**src/rtl/fp32_pkg.sv**
```systemverilog
// Shared IEEE-754 single-precision constants and types for the FP/integer
// conversion path and the FP ALU exception logic.
package fp32_pkg;

  localparam int FP_BIAS = 127;
  localparam int EXP_W   = 8;
  localparam int MANT_W  = 23;

  localparam logic [31:0] INT32_MAX = 32'h7FFF_FFFF;
  localparam logic [31:0] INT32_MIN = 32'h8000_0000;

  typedef struct packed {
    logic              sign;
    logic [EXP_W-1:0]  exp;
    logic [MANT_W-1:0] mant;
  } fp32_t;

  typedef enum logic [1:0] {
    IDLE,
    SHIFT,
    FINISH,
    DONE
  } state_t;

endpackage

```
**src/rtl/fp32_to_int32_seq_if.sv**
```systemverilog
// Valid/ready operand and result bus of the float-to-int32 converter.
// The converter is the slave; the producer/consumer side is the master.
interface fp32_to_int32_seq_if;

  logic        in_valid;
  logic        in_ready;
  logic [31:0] in_data;
  logic        out_valid;
  logic        out_ready;
  logic [31:0] out_data;
  logic        out_overflow;
  logic        out_invalid;
  logic        out_inexact;

  modport slave (
    input  in_valid, in_data, out_ready,
    output in_ready, out_valid, out_data, out_overflow, out_invalid, out_inexact
  );

  modport master (
    output in_valid, in_data, out_ready,
    input  in_ready, out_valid, out_data, out_overflow, out_invalid, out_inexact
  );

endinterface

```
**src/rtl/fp32_classify.sv**
```systemverilog
// Combinational float classifier: special encodings, range buckets relative
// to int32, and the unbiased exponent. Shared with the FP ALU exception logic.
module fp32_classify
  import fp32_pkg::*;
(
  input  fp32_t             f,
  output logic              is_nan,
  output logic              is_inf,
  output logic              is_zero,
  output logic              is_small,
  output logic              is_big,
  output logic signed [8:0] exp_unb
);

  logic exp_max;
  logic mant_zero;

  assign exp_max   = (f.exp == '1);
  assign mant_zero = (f.mant == '0);

  assign is_nan   = exp_max && !mant_zero;
  assign is_inf   = exp_max && mant_zero;
  assign is_zero  = (f.exp == '0) && mant_zero;
  // |x| < 1, including zero and denormals
  assign is_small = (f.exp < 8'(FP_BIAS));
  // |x| >= 2^31 but finite
  assign is_big   = (f.exp >= 8'(FP_BIAS + 31)) && !exp_max;
  assign exp_unb  = $signed({1'b0, f.exp} - 9'(FP_BIAS));

endmodule

```
**src/rtl/fp32_to_int32_seq.sv**
```systemverilog
// Multi-cycle IEEE-754 single to int32 converter with an iterative aligner.
// Define FP2INT_ROUND_NEAREST_EN for round-to-nearest-even; default truncates.
module fp32_to_int32_seq
  import fp32_pkg::*;
#(
  parameter int SHIFT_STEP = 1
) (
  input  logic                clk,
  input  logic                rst_n,
  fp32_to_int32_seq_if.slave  bus
);

  if (SHIFT_STEP != 1 && SHIFT_STEP != 2 && SHIFT_STEP != 4 && SHIFT_STEP != 8) begin : g_bad_step
    $error("fp32_to_int32_seq: SHIFT_STEP must be 1, 2, 4 or 8");
  end

  localparam logic [4:0] STEP = 5'(SHIFT_STEP);

  fp32_t             op;
  logic              is_nan, is_inf, is_zero, is_small, is_big;
  logic signed [8:0] exp_unb;

  assign op = fp32_t'(bus.in_data);

  fp32_classify u_classify (
    .f        (op),
    .is_nan   (is_nan),
    .is_inf   (is_inf),
    .is_zero  (is_zero),
    .is_small (is_small),
    .is_big   (is_big),
    .exp_unb  (exp_unb)
  );

  state_t      state;
  logic        sign;
  logic [31:0] mag;
  logic [4:0]  cnt;
  logic        dir_left;
  logic        guard;
  logic        sticky;
  logic        in_ready_q;
  logic        out_valid_q;
  logic [31:0] out_data_q;
  logic        ovf_q, inv_q, inex_q;

  assign bus.in_ready     = in_ready_q;
  assign bus.out_valid    = out_valid_q;
  assign bus.out_data     = out_data_q;
  assign bus.out_overflow = ovf_q;
  assign bus.out_invalid  = inv_q;
  assign bus.out_inexact  = inex_q;

  logic [4:0]  cnt_init;
  logic        left_init;
  logic [4:0]  amt;
  logic [31:0] lost_mask;
  logic [31:0] rounded;
  logic        round_inc;
  logic [31:0] fin_data;
  logic        fin_ovf;
  logic [31:0] small_data;

  // NOTE: every always_comb output gets a default first so no path can
  // leave it unassigned and infer a latch.
  always_comb begin
    left_init = (exp_unb > 9'sd23);
    cnt_init  = left_init ? 5'(exp_unb - 9'sd23) : 5'(9'sd23 - exp_unb);

    amt       = (cnt < STEP) ? cnt : STEP;
    // Bits below the new guard position that fall off this cycle
    lost_mask = (32'd1 << (amt - 5'd1)) - 32'd1;

`ifdef FP2INT_ROUND_NEAREST_EN
    round_inc  = guard && (sticky || mag[0]);
    small_data = (op.exp == 8'(FP_BIAS - 1) && op.mant != '0)
                 ? (op.sign ? 32'hFFFF_FFFF : 32'd1) : 32'd0;
`else
    round_inc  = 1'b0;
    small_data = 32'd0;
`endif
    rounded = mag + 32'(round_inc);

    fin_ovf  = 1'b0;
    fin_data = sign ? (~rounded + 32'd1) : rounded;
    if (rounded[31]) begin
      // Rounding carried into 2^31: only -2^31 is representable
      fin_data = sign ? INT32_MIN : INT32_MAX;
      fin_ovf  = !sign || (rounded != INT32_MIN);
    end
  end

  // NOTE: sequential state uses non-blocking assignments only, so every
  // register samples pre-edge values regardless of statement order.
  always_ff @(posedge clk) begin
    if (!rst_n) begin
      state       <= IDLE;
      sign        <= 1'b0;
      mag         <= '0;
      cnt         <= '0;
      dir_left    <= 1'b0;
      guard       <= 1'b0;
      sticky      <= 1'b0;
      in_ready_q  <= 1'b1;
      out_valid_q <= 1'b0;
      out_data_q  <= '0;
      ovf_q       <= 1'b0;
      inv_q       <= 1'b0;
      inex_q      <= 1'b0;
    end else begin
      case (state)
        IDLE: begin
          if (bus.in_valid) begin
            in_ready_q <= 1'b0;
            sign       <= op.sign;
            mag        <= {8'b0, 1'b1, op.mant};
            guard      <= 1'b0;
            sticky     <= 1'b0;
            ovf_q      <= 1'b0;
            inv_q      <= 1'b0;
            inex_q     <= 1'b0;
            if (is_nan) begin
              out_data_q  <= INT32_MAX;
              inv_q       <= 1'b1;
              out_valid_q <= 1'b1;
              state       <= DONE;
            end else if (is_inf) begin
              out_data_q  <= op.sign ? INT32_MIN : INT32_MAX;
              ovf_q       <= 1'b1;
              out_valid_q <= 1'b1;
              state       <= DONE;
            end else if (is_small) begin
              out_data_q  <= small_data;
              inex_q      <= !is_zero;
              out_valid_q <= 1'b1;
              state       <= DONE;
            end else if (is_big) begin
              out_data_q  <= op.sign ? INT32_MIN : INT32_MAX;
              ovf_q       <= (bus.in_data != 32'hCF00_0000);
              out_valid_q <= 1'b1;
              state       <= DONE;
            end else begin
              cnt      <= cnt_init;
              dir_left <= left_init;
              state    <= (cnt_init == '0) ? FINISH : SHIFT;
            end
          end
        end

        SHIFT: begin
          if (dir_left) begin
            mag <= mag << amt;
          end else begin
            mag    <= mag >> amt;
            guard  <= mag[amt - 5'd1];
            sticky <= sticky || guard || (|(mag & lost_mask));
          end
          cnt <= cnt - amt;
          if (cnt == amt) state <= FINISH;
        end

        FINISH: begin
          out_data_q  <= fin_data;
          ovf_q       <= fin_ovf;
          inv_q       <= 1'b0;
          inex_q      <= guard || sticky;
          out_valid_q <= 1'b1;
          state       <= DONE;
        end

        DONE: begin
          if (bus.out_ready) begin
            out_valid_q <= 1'b0;
            in_ready_q  <= 1'b1;
            state       <= IDLE;
          end
        end

        default: state <= IDLE;
      endcase
    end
  end

endmodule

```
**src/flat_wrapper.sv**
```systemverilog
// flat-port wrapper written by rule: the top's interface ports become plain ports
module fp32_to_int32_seq_flat import fp32_pkg::*;
#(
  parameter int SHIFT_STEP = 1
)
  (clk, rst_n, bus_in_valid, bus_in_data, bus_out_ready, bus_in_ready, bus_out_valid, bus_out_data, bus_out_overflow, bus_out_invalid, bus_out_inexact);
  fp32_to_int32_seq_if bus_i ();
  input  logic clk;
  input  logic rst_n;
  input wire logic [$bits(bus_i.in_valid)-1:0] bus_in_valid;
  input wire logic [$bits(bus_i.in_data)-1:0] bus_in_data;
  input wire logic [$bits(bus_i.out_ready)-1:0] bus_out_ready;
  output wire logic [$bits(bus_i.in_ready)-1:0] bus_in_ready;
  output wire logic [$bits(bus_i.out_valid)-1:0] bus_out_valid;
  output wire logic [$bits(bus_i.out_data)-1:0] bus_out_data;
  output wire logic [$bits(bus_i.out_overflow)-1:0] bus_out_overflow;
  output wire logic [$bits(bus_i.out_invalid)-1:0] bus_out_invalid;
  output wire logic [$bits(bus_i.out_inexact)-1:0] bus_out_inexact;
  assign bus_i.in_valid = bus_in_valid;
  assign bus_i.in_data = bus_in_data;
  assign bus_i.out_ready = bus_out_ready;
  assign bus_in_ready = bus_i.in_ready;
  assign bus_out_valid = bus_i.out_valid;
  assign bus_out_data = bus_i.out_data;
  assign bus_out_overflow = bus_i.out_overflow;
  assign bus_out_invalid = bus_i.out_invalid;
  assign bus_out_inexact = bus_i.out_inexact;
  fp32_to_int32_seq #(.SHIFT_STEP(SHIFT_STEP)) u_core (.clk(clk), .rst_n(rst_n), .bus(bus_i));
endmodule
```
**config.mk**
```make
export PLATFORM = sky130hd
export DESIGN_NAME = fp32_to_int32_seq_flat
export DESIGN_NICKNAME = d
export VERILOG_FILES = /design/src/rtl/fp32_pkg.sv /design/src/rtl/fp32_to_int32_seq_if.sv /design/src/rtl/fp32_classify.sv /design/src/rtl/fp32_to_int32_seq.sv /design/src/flat_wrapper.sv
export SDC_FILE = /design/constraint.sdc
export NUM_CORES = 1
export LEC_CHECK = 0
export ABC_CLOCK_PERIOD_IN_PS = 7600
export CORE_ASPECT_RATIO = 0.6
export CORE_MARGIN = 10
export CORE_UTILIZATION = 55
export CTS_BUF_LIST = sky130_fd_sc_hd__clkbuf_2
export DETAILED_ROUTE_END_ITERATION = 10
export DONT_BUFFER_PORTS = 1
export HOLD_SLACK_MARGIN = 0.1
export PLACE_DENSITY = 0.7
export SLEW_MARGIN = 10
export SYNTH_ARGS = -nofsm -noshare
export SYNTH_HDL_FRONTEND = slang
export SYNTH_SLANG_ARGS = --single-unit
```
**constraint.sdc**
```tcl
create_clock -name clk -period 7.6 [get_ports clk]
set_input_delay 1.52 -clock clk [delete_from_list [all_inputs] [get_ports clk]]
set_output_delay 1.52 -clock clk [all_outputs]
set_load 0.05 [all_outputs]
```
==> summary.md <==
| Metric | Value |
|---|---|
| Status | `finished, final reports clean` |
| Slowest stage delay, CP | `0.57 ns` |
| Max cap viols | `0` |
| CTS sink count | `80` |
| Initial Util | `0.559` |
| Crit path from | `u_core.cnt[2]` |
| PostCTS Resize Cnt | `0` |
| Transition time at the pin with the least slew margin | `1.15 ns` |
| Most common cell after layout, fill and taps aside | `nor2_1` |
| Die Y | `100 um` |
| TritonCTS Buffers | `9` |
| CTS Buffer Depth | `2` |
| Achievable Freq | `224 MHz` |
| Via Count | `5874` |
| Ys flop type | `dfxtp_1` |
| Synthesized cell area | `5860 um^2` |
| Fin util | `0.564` |
| Drc violations | `0` |
| Final Hold Fails | `0` |
| Number of diodes | `0` |
| Final period util | `0.587` |
| Area Overhead vs Synth | `0.832%` |
| Pins over their slew limit | `0` |
| DR vias/cell | `6.62` |
| Worst min-delay path startpoint | `u_core.sticky` |
| Post-synth cell types | `74` |
| Placer Congestion | `0.938` |
| Slew HR | `0.231` |
| Cts hold-fix bufs | `0` |
| Sequential-to-total area share from yosys stat | `0.273` |
| Critical path class | `reg -> reg` |
| Share of layout cells above drive strength 1 | `0.0602` |
| Final setup viols | `0` |
| Post-DRT Antenna Nets | `0` |
| Setup TNS | `0 ns` |
| Drt total wl | `19000 um` |
| H-tree Lvls | `3` |
| Synth Area per Inst | `7.35 um^2` |
| Clock skew | `0.0282 ns` |
| Post-DR wirelength/cell | `21.4 um` |
| Detailed Place HPWL | `13900 um` |
| Root Buffer | `clkbuf_2` |
| Family with the most delay on the worst path | `simple AND/OR/NAND/NOR gates` |
| First-pass GRT wire length | `29700 um` |
| Core Area | `10500 um^2` |
| Flop2flop setup slack | `3.14 ns` |
| Pin count of the biggest net entering global routing | `49` |
| First-pass iteration count of the detailed router | `6` |
| Slowest CP cell | `nand2_1` |
| I/O pin total | `73` |
| Cells after Synth | `797` |
| Static Leak | `1.98 nW` |
| Crit Path Max Fanout | `23` |
| RSZ-0062 raised after global routing | `false` |
| Layout net count | `794` |
| Worst slack, placed | `3.32 ns` |
| GRT Total Usage | `0.236` |
| Pwr/cell area | `467 nW/um^2` |
| CTS tree | `yes` |
| Post-CTS Setup Bufs | `0` |
| Post-synth EDFFs | `0` |
| Total Die Area | `15300 um^2` |
| Worst reg2reg path startpoint | `u_core.cnt[2]` |
| Clock Latency Late Sink | `0.58 ns` |
| Worst-path cell chain | `nor3_2 > nand2_1 > inv_1 > ha_1 > nor2b_1 > nand2_1 > ha_1 > and3b_1 > o22ai_1 > o21ai_0 > a221o_1 > o41ai_1 > nand3_1` |
| Minimum hold slack | `0.510 ns` |
| Initial antenna violation count | `0` |
| Clock transition at the registers of the reported paths | `0.23 ns` |
| Ys Warns | `0` |
| Die width | `153 um` |
| Number of global-route vias before repair | `5129` |
| Share of synthesized flip-flops with an asynchronous set or reset | `0` |
| Worst Path Required | `8.07 ns` |
| Tmin final | `4.46 ns` |
| Highest-count cells in the layout ignoring fill and taps | `105 x nor2_1, 79 x dfxtp_1, 77 x a21oi_1` |
| Setup slack after layout | `3.14 ns` |
| GRT overflow | `0` |
| Setup crit start kind | `flop` |
| Hold Crit Class | `reg -> reg` |
| Yosys reg bits | `80` |
| Buf/Inv on CP | `1` |
| IO Port Bufs | `0` |
| Crit path capture type | `flop` |
| Cell row count | `29` |
| Worst VDD drop | `0.000249 V` |
| Critical Path AT | `4.93 ns` |
| 1st-iter DRT viols | `573` |
==> cell families (layout without fill, tap and decap cells) <==
kind of cell,after synthesis,in the layout,share of synthesized area
multiplexers,37,37,0.0674
AND/OR/NAND/NOR,291,291,0.243
XOR/XNOR,33,33,0.0493
other,2,3,0.00128
AO/OA/AOI/OAI,245,245,0.268
adder cells (fa/ha/maj),15,15,0.0320
flip-flops,80,80,0.273
buffers and inverters,94,44,0.0662
==> cells in the mapped netlist, drive strengths merged, types with 13 or more instances <==
master	count	area share
o21ai	59	0.050
dfxtp	80	0.27
mux2i	35	0.060
buf	26	0.023
a21oi	78	0.067
nor4	13	0.018
nor3	14	0.013
clkbuf	47	0.030
xor2	26	0.039
ha	15	0.032
nand3	27	0.024
a221oi	13	0.019
inv	19	0.012
nor2	106	0.068
nand2	64	0.041
==> path summary, 6_finish.rpt <==
check,end,cells past startpoint
setup / recovery,u_core.sticky,13
hold / removal,u_core.sticky,2
setup reg to reg,u_core.sticky,13
hold reg to reg,u_core.sticky,2
==> cell type report <==
type / count / area [um^2]
inverters: 21 / 78.8
flip-flops and latches: 80 / 1600
multi-input cells: 624 / 3880
well taps: 139 / 174
fillers: 1013 / 4580
clock inverters: 7 / 78.8
repair buffers: 7 / 52.6
clock buffers: 9 / 45.0
==> per-layer routing <==
metal	vias up	wire, um	part of all wire	global-route usage
met1	2762	8890	0.47	0.338
met4	0	257	0.014	0.0460
met5	-	0	0	0
met3	28	2520	0.13	0.100
met2	299	7310	0.39	0.318
li1	2785	-	-	-
==> sequential cells by signal (all words and copies together) (netlist names), 2 cells and up <==
register	cells
u_core.state	2
u_core.mag	32
u_core.bus.out_data	32
u_core.cnt	5
==> tightest hold or removal path, cell delays in order (launching register included) <==
cell and delay (ns):
dfxtp_1 0.38, nand2_1 0.06, nand3_1 0.06
==> power by group <==
group	internal (W)	switching (W)	leakage, nW
Combinational	0.000512	0.000951	1.25
Sequential	0.000559	0.000482	0.657
Clock	0.0000802	0.000175	0.0725
==> through the flow <==
step	instance area, um^2	cells	power, W
6_report	5910	887	0.00276
5_1_grt	5910	887	0.00295
4_1_cts	5910	887	0.00271
3_5_place_dp	5790	871	0.00245
3_3_place_gp	5790	871	0.00244
2_1_floorplan	5870	798	0.00210
(Power assumes the default switching activity.)
